`config.mk`:
```
export PLATFORM = sky130hd
export DESIGN_NAME = sys_ctrl
export DESIGN_NICKNAME = d
export VERILOG_FILES = /design/src/rtl/sys_ctrl_pkg.sv /design/src/rtl/sys_ctrl.sv
export SDC_FILE = /design/constraint.sdc
export NUM_CORES = 1
export LEC_CHECK = 0
export BUFFER_PORTS_ARGS = -buffer_cell sky130_fd_sc_hd__buf_2
export CORE_AREA = 4 4 99 101
export CTS_BUF_LIST = sky130_fd_sc_hd__clkbuf_4 sky130_fd_sc_hd__clkbuf_8
export DETAILED_ROUTE_END_ITERATION = 8
export DIE_AREA = 0 0 103 105
export GPL_ROUTABILITY_DRIVEN = 1
export SYNTH_ARGS = -nofsm -noshare
export SYNTH_HDL_FRONTEND = slang
export SYNTH_SLANG_ARGS = --single-unit
```
`constraint.sdc`:
```
create_clock -name clk -period 2.45 [get_ports clk]
set_input_delay 0.1225 -clock clk [delete_from_list [all_inputs] [get_ports clk]]
set_output_delay 0.1225 -clock clk [all_outputs]
set_load 0.02 [all_outputs]
```
`src/rtl/sys_ctrl_pkg.sv`:
```
// Shared constants and state encoding for the sys_ctrl command sequencer.
package sys_ctrl_pkg;

  localparam logic [7:0] CMD_WR      = 8'hAA;
  localparam logic [7:0] CMD_RD      = 8'hBB;
  localparam logic [7:0] CMD_ALU_OP  = 8'hCC;
  localparam logic [7:0] CMD_ALU_NOP = 8'hDD;
  localparam logic [7:0] ERR_BYTE    = 8'hEE;

  localparam int unsigned OPA_ADDR = 0;
  localparam int unsigned OPB_ADDR = 1;

  typedef enum logic [3:0] {
    StIdle,
    StWrAddr,
    StWrData,
    StRdAddr,
    StRdWait,
    StAluA,
    StAluB,
    StAluFun,
    StAluWait,
    StTxRd,
    StTxLsb,
    StTxMsb
  } state_e;

endpackage

```
`src/rtl/sys_ctrl.sv`:
```
// Command sequencer: decodes UART command frames into register-file and ALU
// strobes, and pushes response bytes into the TX FIFO.
module sys_ctrl
  import sys_ctrl_pkg::*;
#(
  parameter int unsigned DATA_WIDTH    = 8,
  parameter int unsigned ADDR_WIDTH    = 4,
  parameter int unsigned FUN_WIDTH     = 4,
  parameter int unsigned ALU_OUT_WIDTH = 16,
  parameter int unsigned TIMEOUT       = 255
) (
  input  logic                     clk,
  input  logic                     rst_n,
  input  logic [DATA_WIDTH-1:0]    RX_P_DATA,
  input  logic                     RX_D_VLD,
  input  logic [DATA_WIDTH-1:0]    RdData,
  input  logic                     RdData_Valid,
  input  logic [ALU_OUT_WIDTH-1:0] ALU_OUT,
  input  logic                     OUT_Valid,
  input  logic                     FIFO_FULL,
  output logic                     WrEn,
  output logic                     RdEn,
  output logic [ADDR_WIDTH-1:0]    Address,
  output logic [DATA_WIDTH-1:0]    WrData,
  output logic                     ALU_EN,
  output logic [FUN_WIDTH-1:0]     ALU_FUN,
  output logic                     CLK_EN,
  output logic [DATA_WIDTH-1:0]    TX_P_DATA,
  output logic                     TX_D_VLD
);

  localparam int unsigned CntWidth = $clog2(TIMEOUT + 1);

  state_e                   state_q, state_d;
  logic [CntWidth-1:0]      cnt_q, cnt_d;
  logic [ALU_OUT_WIDTH-1:0] result_q, result_d;
  logic [ADDR_WIDTH-1:0]    addr_q, addr_d;
  logic [DATA_WIDTH-1:0]    wr_data_q, wr_data_d;
  logic [FUN_WIDTH-1:0]     alu_fun_q, alu_fun_d;
  logic [DATA_WIDTH-1:0]    tx_data_q, tx_data_d;
  logic                     wr_en_q, wr_en_d;
  logic                     rd_en_q, rd_en_d;
  logic                     alu_en_q, alu_en_d;
  logic                     clk_en_q, clk_en_d;
  logic                     tx_vld_q, tx_vld_d;
  logic                     timeout;

  // Last waiting cycle: the wait states have then lasted TIMEOUT cycles.
  assign timeout = (cnt_q == CntWidth'(TIMEOUT - 1));

  always_comb begin
    state_d   = state_q;
    cnt_d     = cnt_q;
    result_d  = result_q;
    addr_d    = addr_q;
    wr_data_d = wr_data_q;
    alu_fun_d = alu_fun_q;
    clk_en_d  = clk_en_q;
    tx_data_d = tx_data_q;
    wr_en_d   = 1'b0;
    rd_en_d   = 1'b0;
    alu_en_d  = 1'b0;
    tx_vld_d  = 1'b0;

    unique case (state_q)
      StIdle: begin
        if (RX_D_VLD) begin
          if (RX_P_DATA == DATA_WIDTH'(CMD_WR))           state_d = StWrAddr;
          else if (RX_P_DATA == DATA_WIDTH'(CMD_RD))      state_d = StRdAddr;
          else if (RX_P_DATA == DATA_WIDTH'(CMD_ALU_OP))  state_d = StAluA;
          else if (RX_P_DATA == DATA_WIDTH'(CMD_ALU_NOP)) state_d = StAluFun;
        end
      end
      StWrAddr: if (RX_D_VLD) begin
        addr_d  = RX_P_DATA[ADDR_WIDTH-1:0];
        state_d = StWrData;
      end
      StWrData: if (RX_D_VLD) begin
        wr_data_d = RX_P_DATA;
        wr_en_d   = 1'b1;
        state_d   = StIdle;
      end
      StRdAddr: if (RX_D_VLD) begin
        addr_d  = RX_P_DATA[ADDR_WIDTH-1:0];
        rd_en_d = 1'b1;
        cnt_d   = '0;
        state_d = StRdWait;
      end
      StRdWait: begin
        if (RdData_Valid) begin
          result_d = ALU_OUT_WIDTH'(RdData);
          state_d  = StTxRd;
        end else if (timeout) begin
          result_d = ALU_OUT_WIDTH'(ERR_BYTE);
          state_d  = StTxRd;
        end else begin
          cnt_d = cnt_q + CntWidth'(1);
        end
      end
      StAluA: if (RX_D_VLD) begin
        addr_d    = ADDR_WIDTH'(OPA_ADDR);
        wr_data_d = RX_P_DATA;
        wr_en_d   = 1'b1;
        state_d   = StAluB;
      end
      StAluB: if (RX_D_VLD) begin
        addr_d    = ADDR_WIDTH'(OPB_ADDR);
        wr_data_d = RX_P_DATA;
        wr_en_d   = 1'b1;
        state_d   = StAluFun;
      end
      StAluFun: if (RX_D_VLD) begin
        alu_fun_d = RX_P_DATA[FUN_WIDTH-1:0];
        alu_en_d  = 1'b1;
        clk_en_d  = 1'b1;
        cnt_d     = '0;
        state_d   = StAluWait;
      end
      StAluWait: begin
        if (OUT_Valid) begin
          result_d = ALU_OUT;
          clk_en_d = 1'b0;
          state_d  = StTxLsb;
        end else if (timeout) begin
          // The error byte reuses the single-byte read response path.
          result_d = ALU_OUT_WIDTH'(ERR_BYTE);
          clk_en_d = 1'b0;
          state_d  = StTxRd;
        end else begin
          cnt_d = cnt_q + CntWidth'(1);
        end
      end
      StTxRd: if (!FIFO_FULL) begin
        tx_data_d = result_q[DATA_WIDTH-1:0];
        tx_vld_d  = 1'b1;
        state_d   = StIdle;
      end
      StTxLsb: if (!FIFO_FULL) begin
        tx_data_d = result_q[DATA_WIDTH-1:0];
        tx_vld_d  = 1'b1;
        state_d   = StTxMsb;
      end
      StTxMsb: if (!FIFO_FULL) begin
        tx_data_d = result_q[DATA_WIDTH +: DATA_WIDTH];
        tx_vld_d  = 1'b1;
        state_d   = StIdle;
      end
      default: state_d = StIdle;
    endcase
  end

  always_ff @(posedge clk or negedge rst_n) begin
    if (!rst_n) begin
      state_q   <= StIdle;
      cnt_q     <= '0;
      result_q  <= '0;
      addr_q    <= '0;
      wr_data_q <= '0;
      alu_fun_q <= '0;
      tx_data_q <= '0;
      wr_en_q   <= 1'b0;
      rd_en_q   <= 1'b0;
      alu_en_q  <= 1'b0;
      clk_en_q  <= 1'b0;
      tx_vld_q  <= 1'b0;
    end else begin
      state_q   <= state_d;
      cnt_q     <= cnt_d;
      result_q  <= result_d;
      addr_q    <= addr_d;
      wr_data_q <= wr_data_d;
      alu_fun_q <= alu_fun_d;
      tx_data_q <= tx_data_d;
      wr_en_q   <= wr_en_d;
      rd_en_q   <= rd_en_d;
      alu_en_q  <= alu_en_d;
      clk_en_q  <= clk_en_d;
      tx_vld_q  <= tx_vld_d;
    end
  end

  assign WrEn      = wr_en_q;
  assign RdEn      = rd_en_q;
  assign Address   = addr_q;
  assign WrData    = wr_data_q;
  assign ALU_EN    = alu_en_q;
  assign ALU_FUN   = alu_fun_q;
  assign CLK_EN    = clk_en_q;
  assign TX_P_DATA = tx_data_q;
  assign TX_D_VLD  = tx_vld_q;

endmodule

```
==> results of run 1 <==
[Yosys cell counts, types with 8 or more instances]
master    count
nor2_1       15
o21ai_0       8
mux2_2       17
buf_2        10
dfrtp_1      57
mux2i_1      16
nand3_1      12
nand2_1      18
a22o_1        8
a21oi_1      15
a211oi_1      9
nand2b_1     10
[cells by family after synthesis]
group,count (synthesis),synth area share (%)
adders and majority gates,2,0.813
muxes,35,12.5
AOI/OAI and AO/OA,74,18.0
xor gates and xnor gates,4,1.38
buffers and inverters,24,3.70
and+or+nand+nor,92,17.2
DFF,57,46.4
[registers in the layout (all words and copies together) (netlist names)]
signal and count:
WrEn 1, ALU_EN 1, RdEn 1, TX_P_DATA 8
result_q 16, TX_D_VLD 1, state_q 4, ALU_FUN 4
CLK_EN 1, cnt_q 8, Address 4, WrData 8
[area by class of cell]
cell class              instances  area, um2
inverters                       7       26.3
multi-input cells             207       1540
clock buffers                  12        165
clock inverters                 4       73.8
well taps                     111        139
flip-flops and latches         57       1430
repair buffers                 81        460
fillers                       871       5190
[path summary, 6_finish.rpt]
kind                             start            to  cells past startpoint
max                         state_q[3]   result_q[0]                      4
min in group asynchronous        rst_n  TX_P_DATA[5]                      3
max reg2reg                 state_q[3]   result_q[0]                      4
max in group asynchronous        rst_n     WrData[4]                      3
min reg2reg                     CLK_EN        CLK_EN                      1
min                        ALU_OUT[14]  result_q[14]                      2
[layer usage]
| layer | share of wire (%) | up-vias | track usage [%] |
|---|---|---|---|
| met3 | 5.4 | 20 | 4.14 |
| li1 | - | 1218 | - |
| met1 | 49 | 1180 | 19.8 |
| met5 | 0 | - | 0 |
| met4 | 2.1 | 0 | 5.74 |
| met2 | 43 | 66 | 21.0 |
[power by group]
group          switching [mW]  internal [mW]  leakage (nW)
Sequential              0.258           1.32         0.720
Combinational           0.929          0.736         0.932
Clock                   0.386          0.656         0.123
Total                    1.57           2.71          1.77
[what timing repair did]
action / CTS / global route
hold endpoints to repair: 63 / 0
resized for setup: 0 / 0
hold buffers: 7 / 0
==> key figures, run 1 <==
STA
  • Max Transition Viols Final: 0
  • Slew HR: 50.1%
  • Final hold violation count: 0
  • Worst slew pin tran: 0.748 ns
  • Max Clock Skew: 0.00665 ns
  • Final TNS setup: 0 ns
  • RSZ-0062 raised after global routing: false
  • Hold Slack: 0.0215 ns
  • Period minus WS final: 2.15 ns
  • Tcrit/Tclk final: 87.9%
  • Final worst slack: 0.295 ns
  • Final setup viols: 0
  • Maximum achievable frequency: 464 MHz

Floorplan
  • Die area: 0.0108 mm2
  • Row count: 35
  • Die Y: 105 um
  • Die Wd: 103 um
  • Initial core utilization: 34.1%
  • CORE AREA: 0.00902 mm2
  • Boundary Pins: 67

Power
  • Static leakage: 1.77 nW
  • Pwr Total: 4.28 mW
  • Maximum VDD drop: 0.665 mV
  • PD cells: 1120 mW/mm2

Yosys
  • Synth Instances: 288
  • Synth top area share: 46.4%
  • Area leader, netlist: dfrtp_1
  • Synth warnings: 0
  • Ys flop type: dfrtp_1
  • Synthesized flop and latch total: 57
  • Most area-consuming cells after synthesis: dfrtp_1, mux2_2, mux2i_1, a21oi_1, a22o_1
  • Share of flip-flops with an asynchronous set or reset: 100%
  • Cell variety after synth: 59
  • Syn nets: 328
  • EDFF count, synth: 0
  • Avg Inst Size Synth: 10.7 um2
  • Post-synthesis sequential area ratio: 46.4%
  • Synth Cell Area: 0.00308 mm2

Global routing
  • Total gr overflow: 0
  • Initial antenna violation count: 0
  • First-pass GRT wire length: 12.2 mm
  • Vias in the first global route: 2,459
  • Largest net degree at the start of global routing: 58
  • GRT Util Overall: 14.4%

Route
  • DRT Wirelength: 7.38 mm
  • Via/cell ratio: 5.19
  • Antenna Violating Nets Remaining: 0
  • Residual DRC count: 0
  • DR WL/cell: 15.4 um
  • Initial DRC count: 114
  • Vias post-DR: 2,484
  • DR pass1 iterations: 4

Setup path
  • Bufs and invs on worst path: 0
  • CP max stage delay: 0.72 ns
  • CP max FO: 15
  • Startpoint Class: flop
  • Critical path's slowest cell: or4b_1
  • Top Family by Delay on Critical Path: simple AND/OR/NAND/NOR gates
  • Crit path DAT: 2.43 ns
  • CP endpoint kind: flop
  • Worst path cell trace: or4b_1 -> mux2i_4 -> a221oi_2 -> o22a_1
  • FF-to-FF setup slack: 0.30 ns
  • Required @ worst endpoint: 2.73 ns
  • Crit path kind: reg -> reg

Place
  • Dpl cells: 456
  • Place WS: 0.319 ns
  • Port buffer count: 66
  • GP Congestion: 0.805
  • Cell Area, Placed: 0.00352 mm2
  • Final HPWL DP: 5.30 mm

Hold path
  • Worst hold path class: in -> reg

Finish
  • Synth-to-layout area growth: 24.4%
  • Commonest non-fill, non-tap cell in the layout: buf_2
  • Cell area after layout: 0.00383 mm2
  • Fin util: 42.4%
  • Net count, final: 403
  • Most frequent cells in the layout: buf_2, dfrtp_1, nand2_1
  • Share of cells above drive strength 1: 34.0%
  • Ant diodes: 0
  • Non-filler cells, final: 479

Clock network
  • Root Buffer: clkbuf_8
  • Post-CTS Setup Inserts: 0
  • CTS tree: yes
  • Total CTS buffers: 9
  • Clock-pin slew on the worst setup and hold paths: 0.07 ns
  • Clock latency on the worst-skew pair: 0.34 ns
  • Clk buf depth: 2
  • H-tree depth: 3
  • CTS Sinks: 57

Job
  • Max Cap Viol: 0

Outcome
  • Outcome: finished clean
(Power assumes the default switching activity.)
==> run 2: changes to the inputs <==
--- a/config.mk
+++ b/config.mk
@@ -11,6 +11,8 @@
 export DETAILED_ROUTE_END_ITERATION = 8
 export DIE_AREA = 0 0 103 105
 export GPL_ROUTABILITY_DRIVEN = 1
+export PLACE_DENSITY_LB_ADDON = 0.3
+export REMOVE_ABC_BUFFERS = 1
 export SYNTH_ARGS = -nofsm -noshare
 export SYNTH_HDL_FRONTEND = slang
 export SYNTH_SLANG_ARGS = --single-unit
==> run 2 against run 1 <==
Effect of this change:
- routed wire length rose by 5.4%
- sequential cell count is the same
- cell count is 0.63% higher
- non-clock buffer count is 3 higher
- via count grew 0.93%
- count of clock-buffer cells in the layout decreased by 1
- setup slack improved by 0.077 ns
- sequential share of layout area hardly changed
- utilization barely moved
- clock skew grew 0.0032 ns
- critical path depth unchanged
- register-to-register slack better by 0.08 ns
- critical path type unchanged
- largest power group unchanged
- highest routed layer unchanged
==> key figures, run 2 (synthesized netlist as in run 1, its figures left out) <==
Outcome
  • Outcome: finished clean

Power
  • Static leakage: 1.77 nW (-0.27%)
  • Pwr Total: 4.17 mW (-2.6%)
  • PD cells: 1090 mW/mm2 (-2.6%)
  • Maximum VDD drop: 0.445 mV (-33%)

Global routing
  • First-pass GRT wire length: 12.8 mm (+4.3%)
  • GRT Util Overall: 15.1% (+0.69 points)
  • Initial antenna violation count: 0 (unchanged)
  • Vias in the first global route: 2,499 (+1.6%)
  • Total gr overflow: 0 (unchanged)
  • Largest net degree at the start of global routing: 31 (-47%)

Route
  • Via/cell ratio: 5.20 (+0.30%)
  • Vias post-DR: 2,507 (+0.93%)
  • DRT Wirelength: 7.78 mm (+5.4%)
  • DR WL/cell: 16.1 um (+4.7%)
  • Initial DRC count: 127 (+11%)
  • Residual DRC count: 0 (unchanged)
  • Antenna Violating Nets Remaining: 0 (unchanged)
  • DR pass1 iterations: 5 (+1)

Setup path
  • CP max FO: 10 (-5)
  • Crit path DAT: 2.35 ns (-0.08 ns)
  • Required @ worst endpoint: 2.72 ns (about the same)
  • CP endpoint kind: flop
  • CP max stage delay: 0.77 ns (+0.05 ns)
  • Worst path cell trace: or4b_1 -> mux2i_4 -> a221oi_2 -> o22a_1
  • Top Family by Delay on Critical Path: simple AND/OR/NAND/NOR gates
  • Bufs and invs on worst path: 0 (unchanged)
  • Startpoint Class: flop
  • FF-to-FF setup slack: 0.37 ns (+0.08 ns)
  • Critical path's slowest cell: or4b_1
  • Crit path kind: reg -> reg

Clock network
  • Total CTS buffers: 9 (unchanged)
  • Post-CTS sizing: 0 (unchanged)
  • Clk buf depth: 2 (unchanged)
  • CTS Sinks: 57 (unchanged)
  • Clock-pin slew on the worst setup and hold paths: 0.07 ns (about the same)
  • Root Buffer: clkbuf_8
  • Clock latency on the worst-skew pair: 0.34 ns (about the same)
  • CTS tree: yes
  • H-tree depth: 3 (unchanged)

Finish
  • Synth-to-layout area growth: 24.4% (about the same)
  • Share of cells above drive strength 1: 34.2% (+0.26 points)
  • Largest Register: result_q
  • Max FFs per register: 16 (unchanged)
  • Commonest non-fill, non-tap cell in the layout: buf_2
  • Cell area after layout: 0.00383 mm2 (about the same)
  • Net count, final: 406 (+0.74%)
  • Ant diodes: 0 (unchanged)
  • Most frequent cells in the layout: buf_2, dfrtp_1, nand2_1
  • Filler instances: 899 (+3.2%)

Floorplan
  • Die Y: 105 um (unchanged)
  • Row count: 35 (unchanged)
  • Die area: 0.0108 mm2 (unchanged)
  • CORE AREA: 0.00902 mm2 (unchanged)
  • Boundary Pins: 67 (unchanged)
  • Initial core utilization: 34.1% (unchanged)
  • Die Wd: 103 um (unchanged)

Job
  • Max Cap Viol: 0 (unchanged)

STA
  • Final TNS setup: 0 ns (unchanged)
  • Tcrit/Tclk final: 84.8% (-3.1 points)
  • RSZ-0062 raised after global routing: false
  • Max Transition Viols Final: 0 (unchanged)
  • Worst slew pin tran: 0.678 ns (-0.0703 ns)
  • Maximum achievable frequency: 481 MHz (+3.7%)
  • Final setup viols: 0 (unchanged)
  • Max Clock Skew: 0.00982 ns (+0.00317 ns)
  • Final hold violation count: 0 (unchanged)
  • Slew HR: 54.6% (+4.4 points)
  • Period minus WS final: 2.08 ns (-0.0770 ns)

Place
  • Port buffer count: 66 (unchanged)
  • Cell Area, Placed: 0.00355 mm2 (+0.78%)
  • GP Congestion: 0.787 (-2.3%)
  • Final HPWL DP: 5.60 mm (+5.6%)

Hold path
  • Worst hold path class: in -> reg
[run 2: timing repair]
item                      in CTS  in global routing
setup buffers                  0                  0
hold endpoints to repair      33                  1
hold buffers                   7                  1
[run 2: per-stage QoR]
stage	instances	hold slack, ns	worst slack [ns]	utilization, %
floorplan	271	-0.173	0.369	-
global placement	458	0.192	0.443	39.3
detailed placement	458	0.195	0.434	39.3
CTS	481	0.0000538	0.408	42.3
global route	482	0.0197	0.295	42.4
finish	482	0.0213	0.372	42.4
[run 2: layout make-up]
| class | instances | area [um2] | share of cell area [%] |
|---|---|---|---|
| Multi-Input combinational cell | 207 | 1540 | 40.2 |
| Sequential cell | 57 | 1430 | 37.3 |
| Timing Repair Buffer | 84 | 498 | 13.0 |
| Clock buffer | 11 | 145 | 3.79 |
| Tap cell | 111 | 139 | 3.63 |
| Clock inverter | 5 | 55.1 | 1.44 |
| Inverter | 7 | 26.3 | 0.687 |
[run 2: path summary, 6_finish.rpt]
kind,depth (start not counted),start,to
worst max-delay path,4,state_q[1],result_q[4]
worst min-delay path,2,ALU_OUT[11],result_q[11]
worst max register to register,4,state_q[1],result_q[4]
worst min register to register,2,result_q[2],result_q[2]
max in group asynchronous,3,rst_n,result_q[15]
min in group asynchronous,2,rst_n,TX_P_DATA[4]
[run 2: per-layer routing]
metal | track usage [%] | share of wire, %
met1 | 20.1 | 45
met2 | 23.2 | 46
met3 | 4.61 | 7.1
met4 | 4.72 | 1.2
met5 | 0 | 0
[run 2: power breakdown]
| part | leakage, nW | internal (mW) | switching (mW) | total (mW) |
|---|---|---|---|---|
| registers | 0.720 | 1.32 | 0.254 | 1.57 |
| clock network | 0.0987 | 0.505 | 0.405 | 0.910 |
| logic | 0.951 | 0.751 | 0.937 | 1.69 |
